[config.mk]
export PLATFORM = sky130hd
export DESIGN_NAME = piso_tx
export DESIGN_NICKNAME = d
export VERILOG_FILES = /design/src/rtl/piso_pkg.sv /design/src/rtl/piso_shreg.sv /design/src/rtl/piso_tx.sv
export SDC_FILE = /design/constraint.sdc
export NUM_CORES = 1
export LEC_CHECK = 0
export ABC_AREA = 0
export CAP_MARGIN = 25
export CORE_AREA = 2 2 62 64
export DETAILED_ROUTE_END_ITERATION = 16
export DIE_AREA = 0 0 64 66
export PLACE_DENSITY = 0.52
export SYNTH_ARGS = -nofsm -noshare
export SYNTH_HDL_FRONTEND = slang
export SYNTH_SLANG_ARGS = --single-unit
[constraint.sdc]
create_clock -name clk -period 1.3 [get_ports clk]
set_input_delay 0.195 -clock clk [delete_from_list [all_inputs] [get_ports clk]]
set_output_delay 0.195 -clock clk [all_outputs]
set_load 0.03 [all_outputs]
[src/rtl/piso_pkg.sv]
// Shared types and defaults for the piso_tx parallel-in, serial-out transmitter.
package piso_pkg;

  localparam int PISO_DEFAULT_WIDTH = 8;

  typedef enum logic {
    IDLE  = 1'b0,
    SHIFT = 1'b1
  } piso_state_e;

endpackage

[src/rtl/piso_shreg.sv]
// Load/right-shift data register for piso_tx; bit 0 is the serial output.
module piso_shreg
  import piso_pkg::*;
#(
  parameter int WIDTH = PISO_DEFAULT_WIDTH
) (
  input  logic             clk,
  input  logic             rst_n,
  input  logic             load_i,
  input  logic             shift_en_i,
  input  logic [WIDTH-1:0] load_data_i,
  output logic             sout_o
);

  logic [WIDTH-1:0] data_q;
  logic [WIDTH-1:0] data_d;

  // Zero fill means the register is empty again after WIDTH shifts, so sout
  // drops to 0 on its own when a word finishes without a follow-on load.
  always_comb begin
    data_d = data_q;
    if (load_i) begin
      data_d = load_data_i;
    end else if (shift_en_i) begin
      data_d = {1'b0, data_q[WIDTH-1:1]};
    end
  end

  // NOTE: state is updated with non-blocking assignments and cleared by the
  // asynchronous reset; next-state logic stays in the always_comb above.
  always_ff @(posedge clk or negedge rst_n) begin
    if (!rst_n) begin
      data_q <= '0;
    end else begin
      data_q <= data_d;
    end
  end

  assign sout_o = data_q[0];

endmodule

[src/rtl/piso_tx.sv]
// Parallel-in, serial-out transmitter: valid/ready word intake, LSB-first
// serial output with sof/eof framing, back-to-back words and a shift stall.
module piso_tx
  import piso_pkg::*;
#(
  parameter int WIDTH = PISO_DEFAULT_WIDTH
) (
  input  logic             clk,
  input  logic             rst_n,
  input  logic [WIDTH-1:0] in_data,
  input  logic             in_valid,
  output logic             in_ready,
  input  logic             tx_en,
  output logic             sout,
  output logic             sout_valid,
  output logic             sof,
  output logic             eof,
  output logic             busy
);

  localparam int                CNT_W    = $clog2(WIDTH);
  localparam logic [CNT_W-1:0]  LAST_IDX = CNT_W'(WIDTH - 1);

  piso_state_e      state_q;
  logic [CNT_W-1:0] cnt_q;
  logic [CNT_W-1:0] cnt_d;
  logic             sout_valid_q;
  logic             sof_q;
  logic             eof_q;
  logic             busy_q;

  logic at_last;
  logic advance;
  logic accept;

  assign at_last  = (state_q == SHIFT) && (cnt_q == LAST_IDX);
  assign advance  = (state_q == SHIFT) && tx_en;
  // Ready in the last bit slot lets the next word follow with no idle cycle.
  assign in_ready = (state_q == IDLE) || (at_last && tx_en);
  assign accept   = in_valid && in_ready;
  assign cnt_d    = cnt_q + CNT_W'(1);

  always_ff @(posedge clk or negedge rst_n) begin
    if (!rst_n) begin
      state_q      <= IDLE;
      cnt_q        <= '0;
      sout_valid_q <= 1'b0;
      sof_q        <= 1'b0;
      eof_q        <= 1'b0;
      busy_q       <= 1'b0;
    end else if (accept) begin
      state_q      <= SHIFT;
      cnt_q        <= '0;
      sout_valid_q <= 1'b1;
      sof_q        <= 1'b1;
      eof_q        <= 1'b0;
      busy_q       <= 1'b1;
    end else if (advance) begin
      if (at_last) begin
        state_q      <= IDLE;
        cnt_q        <= '0;
        sout_valid_q <= 1'b0;
        sof_q        <= 1'b0;
        eof_q        <= 1'b0;
        busy_q       <= 1'b0;
      end else begin
        cnt_q <= cnt_d;
        sof_q <= 1'b0;
        eof_q <= (cnt_d == LAST_IDX);
      end
    end
  end

  // A load on accept wins over the shift of the word that is just ending.
  piso_shreg #(
    .WIDTH(WIDTH)
  ) u_shreg (
    .clk        (clk),
    .rst_n      (rst_n),
    .load_i     (accept),
    .shift_en_i (advance),
    .load_data_i(in_data),
    .sout_o     (sout)
  );

  assign sout_valid = sout_valid_q;
  assign sof        = sof_q;
  assign eof        = eof_q;
  assign busy       = busy_q;

endmodule
Word level (Yosys, flattened, before mapping)
Cells that the tools add are included.
- bits in registers: 14
- input bits: 12
- output and inout bits: 6
- logic and storage cells: 30
- add/subtract/negate cells: 1
- equality and inequality tests: 2
- muxes and demuxes: 13
- bitwise logic cells: 1
- reduce and logical (&&, ||, !) cells: 8
- operators by type and width (kind ; count):
    $mux W8 ; 2
    $mux W3 ; 3
    $mux W1 ; 8
    $eq A3 B3 Y1 const B ; 2
    $logic_and A1 B1 Y1 ; 4
    $reduce_bool A2 Y1 ; 2
    $add A3 B1 Y3 const B ; 1
    $reduce_and A2 Y1 ; 1
    $logic_or A1 B1 Y1 ; 1
    $not A1 Y1 ; 1

Depth between registers and ports, before layout
- depth in word-level cells: 7
- gate-level depth with buffers: 5
- mapped depth without buffers: 5

By module
Synthesis repeated with hierarchy kept, for this count alone.
- cells, all modules: 65
- area, all modules: 695.7 sq um
- by module, submodules not included (module ; times used ; cells each ; area an instance (sq um) ; seq. area each (sq um)):
    piso_shreg ; 1 ; 34 ; 369.1 ; 200.2
    piso_tx ; 1 ; 31 ; 326.6 ; 150.1

Worst setup path after synthesis
Ideal clock, no wire load.
- kind: flip-flop to flip-flop
- start: register cnt_q[1]
- end: register cnt_q[1]
- library setup time: 0.121 ns
- data arrival time: 1.280 ns
- data required time: 1.179 ns
- setup slack: -0.101 ns
- stages on the path, launching flop included: 6
- path buffers: 0
- period minus slack after synthesis: 1.401 ns
- cell sequence: dfrtp_1 ha_1 ha_1 a21oi_1 mux2_2 a22o_1
- longest elaborated chain between the ends: 6
- elaborated cells on any way between the ends: 10
- those cells by class: add/sub: 1; eq/ne: 1; mux: 3; reduce/logical: 5
- ends and longest elaborated chain (element ; RTL line ; RTL):
    start: declaration ; piso_tx.sv:25 ; logic [CNT_W-1:0] cnt_q;
    start signal: assignment ; piso_tx.sv:67 ; cnt_q <= cnt_d;
    parallel branches: the longest is 6 deep, another holds $add A3 B1 Y3 ; n/a ;
Several ways; the timed one is not identified. The select of a mux whose other input is x is not followed.
A chain may end at the register's enable or synchronous reset.

Worst setup path after layout
- start: register cnt_q[1]
- end: output port in_ready
- longest elaborated chain between the ends: 4
- ends and longest elaborated chain (element ; RTL line ; RTL):
    $eq A3 B3 Y1 ; piso_tx.sv:36 ; assign at_last = (state_q == SHIFT) && (cnt_q == LAST_IDX);
    $logic_and A1 B1 Y1 ; piso_tx.sv:36 ;
    $logic_and A1 B1 Y1 ; piso_tx.sv:39 ; assign in_ready = (state_q == IDLE) || (at_last && tx_en);
    $logic_or A1 B1 Y1 ; piso_tx.sv:39 ;
    end: declaration ; piso_tx.sv:12 ; output logic in_ready,
No other way between the ends.

==> summary by stage <==
Run status
The run finished, with violations left. The final reports fail on negative setup slack.

Setup path
STA classifies the critical path endpoint as an output port. Counting cells, the worst reg-to-reg path comes to 6. The critical path class is flip-flop to output port. Setup slack on the worst reg-to-reg path comes out at -0.16 ns. Walking the worst path, the cells encountered are ha_4 -> ha_4 -> nand2_2 -> nand2_2 -> buf_6. The worst setup path is launched from a flip-flop. In this run the critical register-to-register path is launched from cnt_q[1]$_DFFE_PN0P_.

On the worst path, the slowest cell contributes a delay of between 0.4 and 0.5 ns. The critical path arrival is roughly 1.3 ns. STA puts the critical path data required time at between 1 and 1.5 ns. The worst register-to-register path ends at cnt_q[1]$_DFFE_PN0P_. Among all stages on the critical path, the largest delay is contributed by dfrtp_1. The critical path starts at cnt_q[1]$_DFFE_PN0P_. The largest fanout on the critical path is 2.

STA
The pin slew with the least headroom to its limit is 0.3643 ns. The count of final hold-check violations is 0. Counting I/O delays and the setup requirement, the final critical path takes around 1.5 ns. Measured against its own limit, the worst slew margin works out to between 70% and 80%. Setup repair after global routing could not meet its margin everywhere.

Based on the critical path, the design can be clocked at up to 676.5 MHz. The worst slack on hold paths is about 0.21 ns. The final clock skew is 0.0005961 ns.

The count of pins over their slew limit is 0. The final clock period utilization by the worst path is 113.7%. Setup violations remaining at the end of the flow were counted as 12. The setup total negative slack is -0.9335 ns. In the post-route analysis, the smallest setup slack over all paths is -0.1782 ns.

Drt
For this block, the routed nets add up to a little over 2000 µm of wire. For this block, the initial DRC count from the detailed router was 38. The number of nets still failing antenna checks after routing is 0. The number of iterations in the first detailed-routing pass is 4. The via count is 714. After detailed routing, the number of vias per cell comes to about 4.5. Dividing the detail-routed wire length by the instance count gives roughly 13 µm.

After detailed routing, the number of remaining DRC violations is 0.

Clock network
The H-tree depth is 1. The clock tree from TritonCTS is yes. The CTS buffer count is 3. The number of hold-repair buffers added at the cts stage is 0. The later pin in the worst-skew pair is clocked with a latency of 0.28 ns. CTS saw 14 sinks. The maximum clock insertion buffer count is 2.

Clock-pin slew was measured on the worst setup and hold paths at approximately 0.090 ns. The clock root buffer master is clkbuf_4.

Pwr
The cell area power density is approximately 1600 nW/µm². The sum of internal, switching and leakage power is 0.002010 W. The worst-case vdd ir drop is between 0.4 and 0.5 mV. For this design the static power due to leakage is approximately 0.57 nW.

Place
Once placement finished, the instance area stood at between 1000 and 1500 µm². The congestion estimate from routability-driven global placement came to 0.7004. The worst slack at placement is -0.2161 ns. Port buffering added 17 buffers. Once detailed placement completed, the half-perimeter wirelength came to around 1400 µm.

Synth
Yosys printed 0 warnings. In this run, synthesis produced a sequential element count of 14. The share of synthesized area occupied by flip-flops and latches is about two fifths. The multiplexer fraction of the synthesized cell area is ~22%.

The number of nets in the synthesized netlist is 98. The synthesized netlist devotes about 4.4% of its cell area to adder and majority cells. The number of distinct standard cells referenced by the synthesized netlist is 20. Of the total synthesized cell area, the portion taken by XOR and XNOR cells is 0%. By area, the combinational part of the netlist is dominated by multiplexers.

After Yosys synthesis, and, or, nand and nor cells account for roughly 11% of the synthesized area. The synthesized cell area is about 860 µm². Summing the areas of all compound-gate instances in the mapped netlist gives between 10% and 20% of the synthesized area. The mean instance size in the synthesized netlist is 10.33 µm². Synthesis produced slightly above 80 cells.

Global routing
The overall track demand over capacity in global routing is 10.24%. Entering global routing, the biggest net connects 15 pins. The first global-routing pass estimated roughly 3300 µm of wire. The global-route congestion overflow total is 0. The initial antenna violation count was 0. The number of global-route vias before repair is between 700 and 800.

Finish
The area growth from synthesis to layout is 48.32%. The number of antenna cells inserted is 0. The count of fill cells added during filler insertion is around 360. After routing the design area is roughly 1300 µm². The post-layout net count is ~130.

The share of layout cells above drive strength 1 is about a third.

Min path
In this run the worst hold path is classified as input port to async pin.

Floorplanning
The height of the chip is between 60 and 70 µm. The die outline area is between 4000 and 5000 µm². The horizontal extent of the die is around 64 µm. During I/O placement, the number of pins put on the boundary was 18.

The number of standard-cell rows in the floorplan is 22. The core region is approximately 3600 µm². The initial utilization of the core area, before any placement, comes to 24.14%.

Flow run
The reported max-cap violation count is 0.
==> cell usage in the layout, fill, tap and decap left out <==
cell type and instances:
clkbuf_4 3, dlygate4sd2_1 2, nand2b_1 9, nor2_1 2, buf_4 15, a22o_1 2
nand4_1 1, mux2_2 7, buf_6 3, ha_4 3, o22ai_1 7, nand3_1 1
mux2i_1 9, a21oi_2 1, clkdlybuf4s15_1 1, nand2_2 2, a32o_1 1, o221ai_1 2
nand2_8 1, dfrtp_1 14, a21oi_1 7, nor2_4 1, clkdlybuf4s50_1 11, nand2_1 1
mux2_4 2, inv_1 3, clkbuf_8 1
==> what timing repair did <==
action / in CTS / in global routing
setup endpoints to repair: 17 / 17
gates resized for setup: 12 / 4
buffers inserted: 3 / 1
pin swaps: 10 / 6
==> synthesized netlist by cell type (all sizes together) <==
cell type / count / area, µm²
a21oi: 8 / 40.04
a22o: 2 / 17.52
a32o: 1 / 10.01
buf: 5 / 33.78
clkbuf: 2 / 7.510
dfrtp: 14 / 350.3
ha: 3 / 37.54
inv: 3 / 11.26
mux2: 9 / 101.4
mux2i: 9 / 90.09
nand2: 4 / 17.52
nand2b: 9 / 56.30
nand3: 1 / 5.000
nand4: 1 / 6.260
nor2: 3 / 11.26
o221ai: 2 / 17.52
o22ai: 7 / 43.79
==> sequential cells by signal (all words and copies together) (netlist names) <==
register,cells
sof,1
busy,1
u_shreg.data_q,8
cnt_q,3
eof,1
==> per-layer routing <==
layer / track usage (%) / routed length [µm]
met1: 12.93 / 968
met3: 1.874 / 85
met4: 6.522 / 33
met5: 0 / 0
met2: 16.02 / 931
==> area by class of cell <==
| class | count | area (µm²) | share of cell area (%) |
|---|---|---|---|
| repair buffers | 32 | 284.0 | 22.34 |
| clock buffers | 4 | 36.28 | 2.854 |
| multi-input cells | 59 | 529.3 | 41.63 |
| well taps | 48 | 60.06 | 4.724 |
| flip-flops and latches | 14 | 350.3 | 27.56 |
| inverters | 3 | 11.26 | 0.8858 |
==> report_power, final <==
group,internal (W),switching [W]
logic,0.000553,0.000445
clock network,0.000170,0.000147
registers,0.000584,0.000110
==> how the worst max path moves through the flow <==
| stage | endpoint | slack [ns] | depth (start not counted) |
|---|---|---|---|
| floorplan | cnt_q[1]$_DFFE_PN0P_ | -0.03 | 5 |
| global placement | cnt_q[1]$_DFFE_PN0P_ | -0.20 | 5 |
| detailed placement | cnt_q[1]$_DFFE_PN0P_ | -0.22 | 5 |
| CTS | in_ready | -0.22 | 5 |
| global route | in_ready | -0.22 | 5 |
| finish | in_ready | -0.18 | 5 |
==> critical path, delay by kind of cell, from the launching register on <==
family / cells / cell delay, ns
flops: 1 / 0.42
fa+ha+maj: 2 / 0.34
buf+inv: 1 / 0.14
simple gates: 2 / 0.11
==> kinds of logic after synthesis <==
kind of cell	count (synthesis)
adder cells (fa/ha/maj)	3
flip-flops	14
buffers and inverters	10
AND/OR/NAND/NOR	18
multiplexers	18
AO/OA/AOI/OAI	20
==> stage by stage <==
| step | instances | utilization (%) |
|---|---|---|
| 2_1_floorplan | 83 | - |
| 3_3_place_gp | 152 | 32.21 |
| 3_5_place_dp | 152 | 32.21 |
| 4_1_cts | 159 | 34.85 |
| 5_1_grt | 160 | 35.80 |
| 6_report | 160 | 35.80 |
Note: power is estimated with default switching activity, not from simulation.
==> variant, RTL diff (same settings) <==
Set the package constant `PISO_DEFAULT_WIDTH` to 4 (it was 8).
--- a/src/rtl/piso_pkg.sv
+++ b/src/rtl/piso_pkg.sv
@@ -1,7 +1,7 @@
 // Shared types and defaults for the piso_tx parallel-in, serial-out transmitter.
 package piso_pkg;
 
-  localparam int PISO_DEFAULT_WIDTH = 8;
+  localparam int PISO_DEFAULT_WIDTH = 4;
 
   typedef enum logic {
     IDLE  = 1'b0,
Interface: changed (resized in_data); port bits go from 18 to 14. No check against the original RTL was run, so the function may have changed too.
==> variant against the unedited design <==
The run still ends with negative setup slack left; setup slack improved by 0.099 ns; sequential cell count fell by 5; routed wire length down 23%; non-clock buffer count shrank 7; register-to-register slack improved by 0.08 ns; design area shrank 28%; critical endpoint is now cnt_q[1]; critical path type is now reg -> reg; total power down 15%; area after synthesis shrank 35%.
==> variant: results (changes against the unedited design) <==
{
  "fin_tns_setup": {"value": -0.211, "unit": "ns", "change": "+0.722 ns"},
  "gp_routability_congestion": {"value": 0.658, "change": "-6.1%"},
  "critical_path.reg2reg.startpoint": "cnt_q[0]",
  "synth.area.top_cells": "sky130_fd_sc_hd__dfrtp_1 40%, sky130_fd_sc_hd__nand2b_1 6.7%, sky130_fd_sc_hd__mux2_2 6.1%",
  "placed_area": {"value": 777, "unit": "um^2", "change": "-32%"},
  "post-route-worst-setup-slack": {"value": -0.0792, "unit": "ns", "change": "+0.0990 ns"},
  "post_drt_via_cell_ratio": {"value": 3.92, "change": "-12%"},
  "grt_max_degree": {"value": 16, "change": "+1"},
  "port_buffers": {"value": 13, "change": "-4"},
  "post_synth_fa_ha_maj_area_fraction": {"value": 4.48, "unit": "%", "change": "+0.10 points"},
  "irDropWorstVdd": {"value": 370, "unit": "uV", "change": "-20%"},
  "grt_pass1_vias": {"value": 545, "change": "-22%"},
  "drive_gt1_share": {"value": 45.1, "unit": "%", "change": "+10 points"},
  "yosysUniqueCellTypes": {"value": 21, "change": "+5.0%"},
  "leak_pwr": {"value": 0.395, "unit": "nW", "change": "-31%"},
  "complex_gate_fraction_of_the_synthesized_area": {"value": 16.6, "unit": "%", "change": "+1.6 points"},
  "grtUsageMet2": {"value": 14.2, "unit": "%", "change": "-1.8 points"},
  "met3_usage": {"value": 4.09, "unit": "%", "change": "+2.2 points"},
  "finClkSkew": {"value": 0.00640, "unit": "ns", "change": "+0.00580 ns"},
  "layoutNonFillerInstCount": {"value": 130, "change": "-19%"},
  "synth-seq-area-share": {"value": 40.4, "unit": "%", "change": "-0.52 points"},
  "placed_cells_incl_taps": {"value": 123, "change": "-19%"},
  "yosys-mux-area-fraction": {"value": 14.1, "unit": "%", "change": "-8.2 points"},
  "synth_area_per_cell": {"value": 9.79, "unit": "um^2", "change": "-5.2%"},
  "failed_checks": "negative setup slack",
  "yosys-top-cells-count": "9 x sky130_fd_sc_hd__dfrtp_1, 6 x sky130_fd_sc_hd__nand2b_1, 5 x sky130_fd_sc_hd__nand2_1, 5 x sky130_fd_sc_hd__o22ai_1, 4 x sky130_fd_sc_hd__a21oi_1",
  "biggestRegsByFlops": "u_shreg.data_q (4), cnt_q (2)",
  "worst-slew-pin-transition": {"value": 0.446, "unit": "ns", "change": "+0.0820 ns"},
  "final_net_count": {"value": 93, "change": "-27%"},
  "syn_nets": {"value": 67, "change": "-32%"},
  "criticalPathCategory": "reg -> reg",
  "crit_path_max_fanout": {"value": 3, "change": "+1"},
  "grt_pass1_wl": {"value": 2530, "unit": "um", "change": "-24%"},
  "path_clk_slew": {"value": 0.07, "unit": "ns", "change": "-0.02 ns"},
  "worst_hold_slack": {"value": 0.235, "unit": "ns", "change": "+0.0204 ns"},
  "grt_use_total": {"value": 7.95, "unit": "%", "change": "-2.3 points"},
  "number_of_drc_markers_in_iteration_0": {"value": 4, "change": "-89%"},
  "grt_util_met1": {"value": 8.01, "unit": "%", "change": "-4.9 points"},
  "timing.final.setup_violations": {"value": 6, "change": "-6"},
  "run_status": "finished with violations"
}
==> variant: report_power, final <==
part | switching (W) | internal (W)
Sequential | 0.000115 | 0.000398
Clock | 0.000107 | 0.000119
Combinational | 0.000470 | 0.000498
==> variant: timing repair <==
action / 4_1_cts / 5_1_grt
setup buffers: 3 / 0
pin swaps: 3 / 3
resized for setup: 10 / 12
hold buffers: 0 / 0
setup endpoints to repair: 8 / 8
==> variant: logic make-up after synthesis <==
kind of cell             Yosys count
AO/OA/AOI/OAI                     14
adder cells (fa/ha/maj)            2
buffers and inverters              7
flip-flops                         9
multiplexers                       7
AND/OR/NAND/NOR                   18
==> variant: critical path, delay by kind of cell (launching register included) <==
kind,cells,cell delay (ns)
compound gates,2,0.26
fa+ha+maj,1,0.26
buf+inv,1,0.07
flops,1,0.41
mux,1,0.26
==> variant: layer usage <==
layer,wire length [um],up-vias
met1,626,249
met4,0,0
met3,100,0
met2,827,10
li1,-,251
met5,0,-
==> variant: final cells by class <==
cell class	count	area, um^2
Fill cell	386	2640
Multi-Input combinational cell	41	369
Sequential cell	9	228
Timing Repair Buffer	25	216
Tap cell	48	60.1
Clock buffer	4	26.3
Inverter	3	11.3
==> variant: worst max-delay path by stage <==
stage                         to  cells past startpoint
2_1_floorplan           cnt_q[1]                      5
3_3_place_gp            cnt_q[1]                      4
3_5_place_dp   u_shreg.data_q[1]                      4
4_1_cts                 in_ready                      4
5_1_grt                 cnt_q[1]                      5
6_report                cnt_q[1]                      5
